--- config.mk ---
export PLATFORM = sky130hd
export DESIGN_NAME = pmem_arbiter
export DESIGN_NICKNAME = d
export VERILOG_FILES = /design/src/rtl/pmem_arbiter_pkg.sv /design/src/rtl/pmem_arb_fsm.sv /design/src/rtl/pmem_arbiter.sv
export SDC_FILE = /design/constraint.sdc
export NUM_CORES = 1
export LEC_CHECK = 0
export CAP_MARGIN = 10
export CORE_AREA = 2 2 634 636
export DETAILED_ROUTE_END_ITERATION = 12
export DIE_AREA = 0 0 636 638
export GPL_ROUTABILITY_DRIVEN = 0
export HOLD_SLACK_MARGIN = 0.02
export PLACE_DENSITY_LB_ADDON = 0.25
export RECOVER_POWER = 50
export SYNTH_ARGS = -nofsm -noshare
export SYNTH_HDL_FRONTEND = slang
export SYNTH_SLANG_ARGS = --single-unit
--- constraint.sdc ---
create_clock -name clk -period 2.8 [get_ports clk]
set_input_delay 0.84 -clock clk [delete_from_list [all_inputs] [get_ports clk]]
set_output_delay 0.84 -clock clk [all_outputs]
set_load 0.02 [all_outputs]
--- src/rtl/pmem_arbiter_pkg.sv ---
// Shared types for the physical-memory arbiter: FSM state and grant identity.
// The FSM and the muxing parent both import this package.
package pmem_arb;

  typedef enum bit [1:0] {
    idle    = 2'd0,
    serve_i = 2'd1,
    serve_d = 2'd2
  } arb_state_t;

  typedef enum bit {
    icache = 1'b0,
    dcache = 1'b1
  } arb_grant_t;

  function automatic arb_state_t serve_of(input arb_grant_t g);
    return (g == icache) ? serve_i : serve_d;
  endfunction

  // On a tie, the cache that was not served last wins.
  function automatic arb_grant_t rr_pick(input arb_grant_t last);
    return (last == icache) ? dcache : icache;
  endfunction

endpackage

--- src/rtl/pmem_arb_fsm.sv ---
// Grant FSM: tracks which cache owns the memory port and the last cache served.
// A transaction ends only on the adapter's resp, whatever the requester does meanwhile.
module pmem_arb_fsm
  import pmem_arb::*;
(
  input  logic       clk,
  input  logic       rst,
  input  logic       i_req,
  input  logic       d_req,
  input  logic       pmem_resp,
  output arb_state_t state
);

  arb_state_t state_q, state_d;
  arb_grant_t last_q, last_d;

  // last_grant resets to dcache so the icache wins the first tie.
  always_ff @(posedge clk or posedge rst) begin
    if (rst) begin
      state_q <= idle;
      last_q  <= dcache;
    end else begin
      state_q <= state_d;
      last_q  <= last_d;
    end
  end

  always_comb begin
    state_d = state_q;
    last_d  = last_q;
    case (state_q)
      idle: begin
        if (i_req && d_req)
          state_d = serve_of(rr_pick(last_q));
        else if (i_req)
          state_d = serve_i;
        else if (d_req)
          state_d = serve_d;
      end
      serve_i: begin
        if (pmem_resp) begin
          state_d = idle;
          last_d  = icache;
        end
      end
      serve_d: begin
        if (pmem_resp) begin
          state_d = idle;
          last_d  = dcache;
        end
      end
      default: state_d = idle;
    endcase
  end

  assign state = state_q;

endmodule

--- src/rtl/pmem_arbiter.sv ---
// Shares one cacheline-adapter port between icache and dcache.
// Request/response muxing only; grant decisions live in pmem_arb_fsm.
module pmem_arbiter
  import pmem_arb::*;
#(
  parameter int LINE_WIDTH = 256,
  parameter int ADDR_WIDTH = 32
) (
  input  logic                  clk,
  input  logic                  rst,
  input  logic                  i_pmem_read,
  input  logic                  i_pmem_write,
  input  logic [ADDR_WIDTH-1:0] i_pmem_address,
  input  logic [LINE_WIDTH-1:0] i_pmem_wdata,
  output logic                  i_pmem_resp,
  output logic [LINE_WIDTH-1:0] i_pmem_rdata,
  input  logic                  d_pmem_read,
  input  logic                  d_pmem_write,
  input  logic [ADDR_WIDTH-1:0] d_pmem_address,
  input  logic [LINE_WIDTH-1:0] d_pmem_wdata,
  output logic                  d_pmem_resp,
  output logic [LINE_WIDTH-1:0] d_pmem_rdata,
  output logic                  pmem_read,
  output logic                  pmem_write,
  output logic [ADDR_WIDTH-1:0] pmem_address,
  output logic [LINE_WIDTH-1:0] pmem_wdata,
  input  logic                  pmem_resp,
  input  logic [LINE_WIDTH-1:0] pmem_rdata
);

  typedef struct packed {
    logic                  read;
    logic                  write;
    logic [ADDR_WIDTH-1:0] address;
    logic [LINE_WIDTH-1:0] wdata;
  } req_t;

  arb_state_t state;
  req_t       i_req, d_req, sel;

  assign i_req = '{read: i_pmem_read, write: i_pmem_write,
                   address: i_pmem_address, wdata: i_pmem_wdata};
  assign d_req = '{read: d_pmem_read, write: d_pmem_write,
                   address: d_pmem_address, wdata: d_pmem_wdata};

  pmem_arb_fsm u_fsm (
    .clk       (clk),
    .rst       (rst),
    .i_req     (i_pmem_read | i_pmem_write),
    .d_req     (d_pmem_read | d_pmem_write),
    .pmem_resp (pmem_resp),
    .state     (state)
  );

  // Downstream is fully quiet outside a serve state, including during reset.
  always_comb begin
    sel = '0;
    case (state)
      serve_i: sel = i_req;
      serve_d: sel = d_req;
      default: sel = '0;
    endcase
  end

  assign pmem_read    = sel.read;
  assign pmem_write   = sel.write;
  assign pmem_address = sel.address;
  assign pmem_wdata   = sel.wdata;

  // A resp arriving in idle reaches neither cache.
  assign i_pmem_resp  = (state == serve_i) && pmem_resp;
  assign d_pmem_resp  = (state == serve_d) && pmem_resp;

  assign i_pmem_rdata = pmem_rdata;
  assign d_pmem_rdata = pmem_rdata;

endmodule
# Word-level counts from Yosys, hierarchy flattened
# Index checks and enable logic that the tools add are counted.
# word_totals
register_bits	3
in_bits	839
output_inout_bits	804
wordCells	28
# classes
n_eq_ne	6
muxes	10
bitwise_logic	2
n_reduce_logical	8
# op_table
op	count
one-hot mux 290 bit (2 select lines)	1
two-way mux 2 bit	5
!= test 2 bit (second input constant)	2
!= test 4 x 1 -> 1 bit (second input constant)	1
one-hot mux 2 bit (2 select lines)	1
logical AND 1 bit	3
AND reduction 3 bit	1
== test 2 x 1 -> 1 bit (second input constant)	1
== test 2 bit (second input constant)	1
zero test 2 bit	1
two-way mux 1 bit	2
!= test 2 x 1 -> 1 bit (second input constant)	1
bitwise OR 1 bit	2
one-hot mux 1 bit (2 select lines)	1
AND reduction 2 bit	1
nonzero test 2 bit	1
OR reduction 2 bit	1

# Longest topological paths before layout
# depth
word_depth	5
depth_mapped	7
ltp_nobuf	5

# Modules after synthesis
# A second synthesis with hierarchy kept.
# hier_totals
cells_unflattened	1220
hier_area_um2	8378.0
# by_module_without_submodules
module	n_inst	cells_per_inst	area_per_inst_um2	seq_area_each_um2
pmem_arbiter	1	1196	8154.1	0.0
pmem_arb_fsm	1	24	224.0	76.3

# Worst setup path before layout
# Ideal clock, no wire load.
# synth_path
kind	register to output
start	register u_fsm.state_q[0], in the netlist u_fsm.state[0]
end	output pmem_address[0]
arrival_time_ps	1439
required_ps	1960
setup_slack_ps	521
path_stages_with_launch	8
path_cell_list	dfrtp_1 -> inv_1 -> ha_1 -> buf_2 -> buf_6 -> buf_6 -> a22oi_1 -> nor2_1
# synth_via
elab_chain_len	2
word_cells_on_any_way	3
# synth_rtl
item	line	source
start, declared	pmem_arb_fsm.sv:14	arb_state_t state_q, state_d;
start signal, assigned	pmem_arb_fsm.sv:20	state_q <= idle;
start signal, assigned	pmem_arb_fsm.sv:23	state_q <= state_d;
== test 2 bit or == test 2 x 1 -> 1 bit (tied branches)	pmem_arbiter.sv:58	case (state)
one-hot mux 290 bit (2 select lines) (*)	pmem_arbiter.sv:58	
end, declared	pmem_arbiter.sv:25	output logic [ADDR_WIDTH-1:0] pmem_address,
# Mark *: on every way between the ends. The rest lies on a longest branch, timed or not.

# Worst setup path after layout
# layout_path
start	register u_fsm.state_q[1], in the netlist u_fsm.state[1]
end	output pmem_wdata[142]
# layout_via
elab_chain_len	2
word_cells_on_any_way	3
# layout_rtl
item	line	source
== test 2 bit or == test 2 x 1 -> 1 bit (tied branches)	pmem_arbiter.sv:58	
one-hot mux 290 bit (2 select lines) (*)	pmem_arbiter.sv:58	
end, declared	pmem_arbiter.sv:26	output logic [LINE_WIDTH-1:0] pmem_wdata,
# Marked as above.

==> flow_results.org <==
** Worst setup path
- Worst Path Arrival :: 2300 ps
- The worst setup path is launched from a flop.
- Start-to-end type of the worst setup path :: reg2out
- Biggest fanout along the worst timing path :: 7
- Worst EP required :: 1960 ps
- The worst setup path is captured at an output pin.

** Detailed routing
- Final WL :: between 300000 and 400000 µm
- Overall via count from detail_route :: 13230
- In the routed layout, each cell is associated on average with a via count of 1.899.
- Routed wire per std cell :: ~43 µm
- For this run, design rule violations remaining after detail routing come to 0.
- The pre-antenna-repair detailed-routing pass consisted of 5 iterations.
- The detail route stage leaves a number of antenna-violating nets equal to 0.
- In this run, the number of DRC markers left after iteration 0 of detailed routing was between 700 and 800.

** Placement
- Input and output buffers added on the ports amount to 874.
- Dpl hpwl :: 277300 µm
- OpenSTA, run right after detailed placement, puts the worst setup slack at -720.7 ps.

** STA
- Subtracting the final worst setup slack from the clock period gives 3143 ps.
- Timing would allow up to around 320 MHz.
- Of the available clock period, the critical path in the final layout requires 1.122.
- Post-route setup slack :: -342.5 ps
- Slew at the pin with the worst max-slew slack :: between 800 and 900 ps
- Setup repair after global routing could not meet its margin everywhere.
- Total setup violations reported at the end of the flow :: 249
- Headroom to the max-slew limit :: 0.4429
- Worst Skew :: about 0.82 ps
- Post-route worst hold slack :: 520.9 ps
- The hold violation count in the final report is 0.
- The final number of max-transition violations was 0.

** Clocking
- The clock drives 3 sinks.
- After clock tree synthesis, the clock-pin slew on the worst setup and hold paths is 30 ps.
- In this run the deepest clock path goes through 2 buffers.
- CTS tree :: built
- For the worst-skew pair, the clock arrives at the later sink with an insertion delay of 230 ps.
- Clock tree synthesis inserted a total of 3 buffers.
- In this run the clock root is driven by a sky130_fd_sc_hd__clkbuf_16.
- In this run the number of H-tree levels came out at 1.

** Global route
- In the global route stage, overall resource usage came out at 0.1425.
- For this run, global-route usage on met2 was measured as 0.2326.
- Entering global routing, the biggest net connects 31 pins.
- Wire length of the first global-routing pass :: roughly 330000 µm
- The layer flagged by global routing as most heavily used is met2.
- The initial antenna violation count was 240.
- Met3 usage in global routing :: 0.1713
- Global routing finished with a remaining overflow of 0.
- The via count of the first global-routing pass is approximately 13000.
- In the global route stage, met1 resource usage came out at 0.1034.

** Cells and area
- # fillers :: 46620
- For this run, the share of the core covered by cells in the final layout is 0.06714.
- Area added between synthesis and finish :: 240.6%
- Summing all multi-input logic gate instances after layout gives 5603 µm².
- Register Area :: 76.32 µm²
- In the final design database the tool counted 2523 nets.
- Fraction of layout instances using a drive strength above 1 :: 0.5521

** Floorplan
- The die is between 600 and 700 µm wide.
- Row generation in the floorplan step produced 232 rows.
- The floorplan step defined a die boundary enclosing 405800 µm².
- The initial utilization of the core area, before any placement, comes to 0.01971.
- Count of boundary I/O pins :: 1643
- In this run the standard cell core region covers approximately 400000 µm².
- In this run the vertical extent of the chip is 638 µm.

** Synth
- The most common cell in the synthesized netlist is sky130_fd_sc_hd__buf_4.
- Leading cell types by total area after synthesis :: sky130_fd_sc_hd__buf_4 49%, sky130_fd_sc_hd__a22oi_1 28%, sky130_fd_sc_hd__nor2_1 14%, sky130_fd_sc_hd__buf_2 4.0%, sky130_fd_sc_hd__buf_6 1.6%
- For this run, asynchronously set or reset flops after synthesis account for 1.000.
- The most used flip-flop cell after synthesis is sky130_fd_sc_hd__dfrtp_1.
- Portion of synthesized cell area occupied by the leading cell type :: 0.4903
- Synthesis instantiated 18 different standard cells from the library.
- Number of warning messages in the yosys log :: 0
- Number of standard cells after synthesis :: 1214
- Post-Syn Nets :: a little over 2000
- After synthesis, the mean cell area works out to 6.470 µm².
- Post-Synthesis Cell Area :: 7855 µm²
- The synthesized design contains 3 register bits.
- Top cells by count, synth :: 513 x sky130_fd_sc_hd__buf_4, 294 x sky130_fd_sc_hd__nor2_1, 290 x sky130_fd_sc_hd__a22oi_1
- Yosys mapped a number of flops with a built-in enable equal to 0.
- Share of the yosys chip area belonging to registers :: 0.009716
- Of all cell types, the one taking the most synthesized area is sky130_fd_sc_hd__buf_4.

** Job
- Number of maximum-capacitance constraint violations :: 0

** Pwr
- The share of total power dissipated in sequential elements is 0.003.
- For this design the static power due to leakage is 7.338 nW.
- Of the total power, the share spent switching nets is 0.5550.
- Summed over all nets, the switching power comes to about 15 mW.
- The internal power of the cells totals 11.64 mW.
- Clk pwr share :: 0.009
- Dividing total power by cell area gives a power density of 977.3 nW/µm².
- The worst-case IR drop observed on VDD is between 0.5 and 0.6 mV.
- Of the total power, combinational logic draws 0.988.

** Status
- The final reports fail on negative setup slack.
- Status :: complete, but fails checks

** Worst hold path
- Path category of the worst min-delay check :: reg2reg
per-stage QoR:
step           instance area, µm²  power [mW]  TNS [ps]  instances
2_1_floorplan                7855       6.462         0       1214
3_3_place_gp                22050       18.75    -18250       6820
3_5_place_dp                22050       18.74    -20210       6820
4_1_cts                     25160       24.88    -44690       6917
5_1_grt                     26710       27.67    -45680       6950
6_report                    26760       26.15    -22140       6968
power by group through the flow:
stage	logic, mW	registers, mW	clock network (mW)
after floorplan	6.38	0.0783	0
after global placement	18.7	0.0827	0
after detailed placement	18.7	0.0830	0
after CTS	24.6	0.0809	0.228
after global routing	27.3	0.0861	0.234
final	25.8	0.0835	0.226
routing by layer:
metal	routed length, µm	vias up
met2	136400	2084
met5	1186	-
met1	76570	5797
li1	-	4628
met4	11280	126
met3	77080	596
path summary, 6_finish.rpt:
kind,start,endpoint,slack (ps),cells after the start
max,u_fsm.state[1],pmem_wdata[142],-340,7
min,u_fsm.last_q,u_fsm.last_q,520,2
max reg2reg,u_fsm.state[0],u_fsm.state[1],1050,7
min reg2reg,u_fsm.last_q,u_fsm.last_q,520,2
max in group asynchronous,rst,u_fsm.last_q,1650,2
min in group asynchronous,rst,u_fsm.state[1],940,2
cells in the final DEF (no fill, tap or decap), drive strengths merged, types with 4 or more instances in the layout:
cell type,n
a22oi,290
buf,463
bufbuf,6
clkbuf,15
clkdlybuf4s15,5
clkdlybuf4s50,576
diode,24
dlygate4sd2,7
ha,4
inv,5
nor2,294
registers in the layout, indices dropped and copies added, names as in the netlist:
signal,cells
u_fsm.state,2
u_fsm.last_q,1
repair_timing:
item	4_1_cts	5_1_grt
pin swaps	43	86
endpoints found under the setup margin	288	283
hold buffers	0	0
setup buffers	63	22
gates cloned	30	14
gates resized for setup	492	356
cell type report:
cell class                      count  share of cell area
Tap cell                         5265              0.2462
Sequential cell                     3            0.002852
Clock buffer                        4            0.002946
Inverter                            5            0.001309
Multi-Input combinational cell    598              0.2094
Timing Repair Buffer             1069              0.5350
Antenna cell                       24            0.002245
critical path, stage by stage (launching register included):
cell                      delay (ps)
sky130_fd_sc_hd__dfrtp_1         390
sky130_fd_sc_hd__buf_6           130
sky130_fd_sc_hd__ha_4            170
sky130_fd_sc_hd__buf_16          160
sky130_fd_sc_hd__buf_16          180
sky130_fd_sc_hd__a22oi_2         690
sky130_fd_sc_hd__nor2_4          100
sky130_fd_sc_hd__buf_12          180
cells by family (layout without fill, tap and decap cells):
logic type / Yosys count / in the layout / synth area share
AOI/OAI and AO/OA: 296 / 296 / 0.2819
adders and majority gates: 4 / 4 / 0.006372
buffers and inverters: 613 / 1078 / 0.5586
DFF: 3 / 3 / 0.009717
other: 0 / 24 / 0
and+or+nand+nor: 298 / 298 / 0.1434
(Power assumes the default switching activity.)
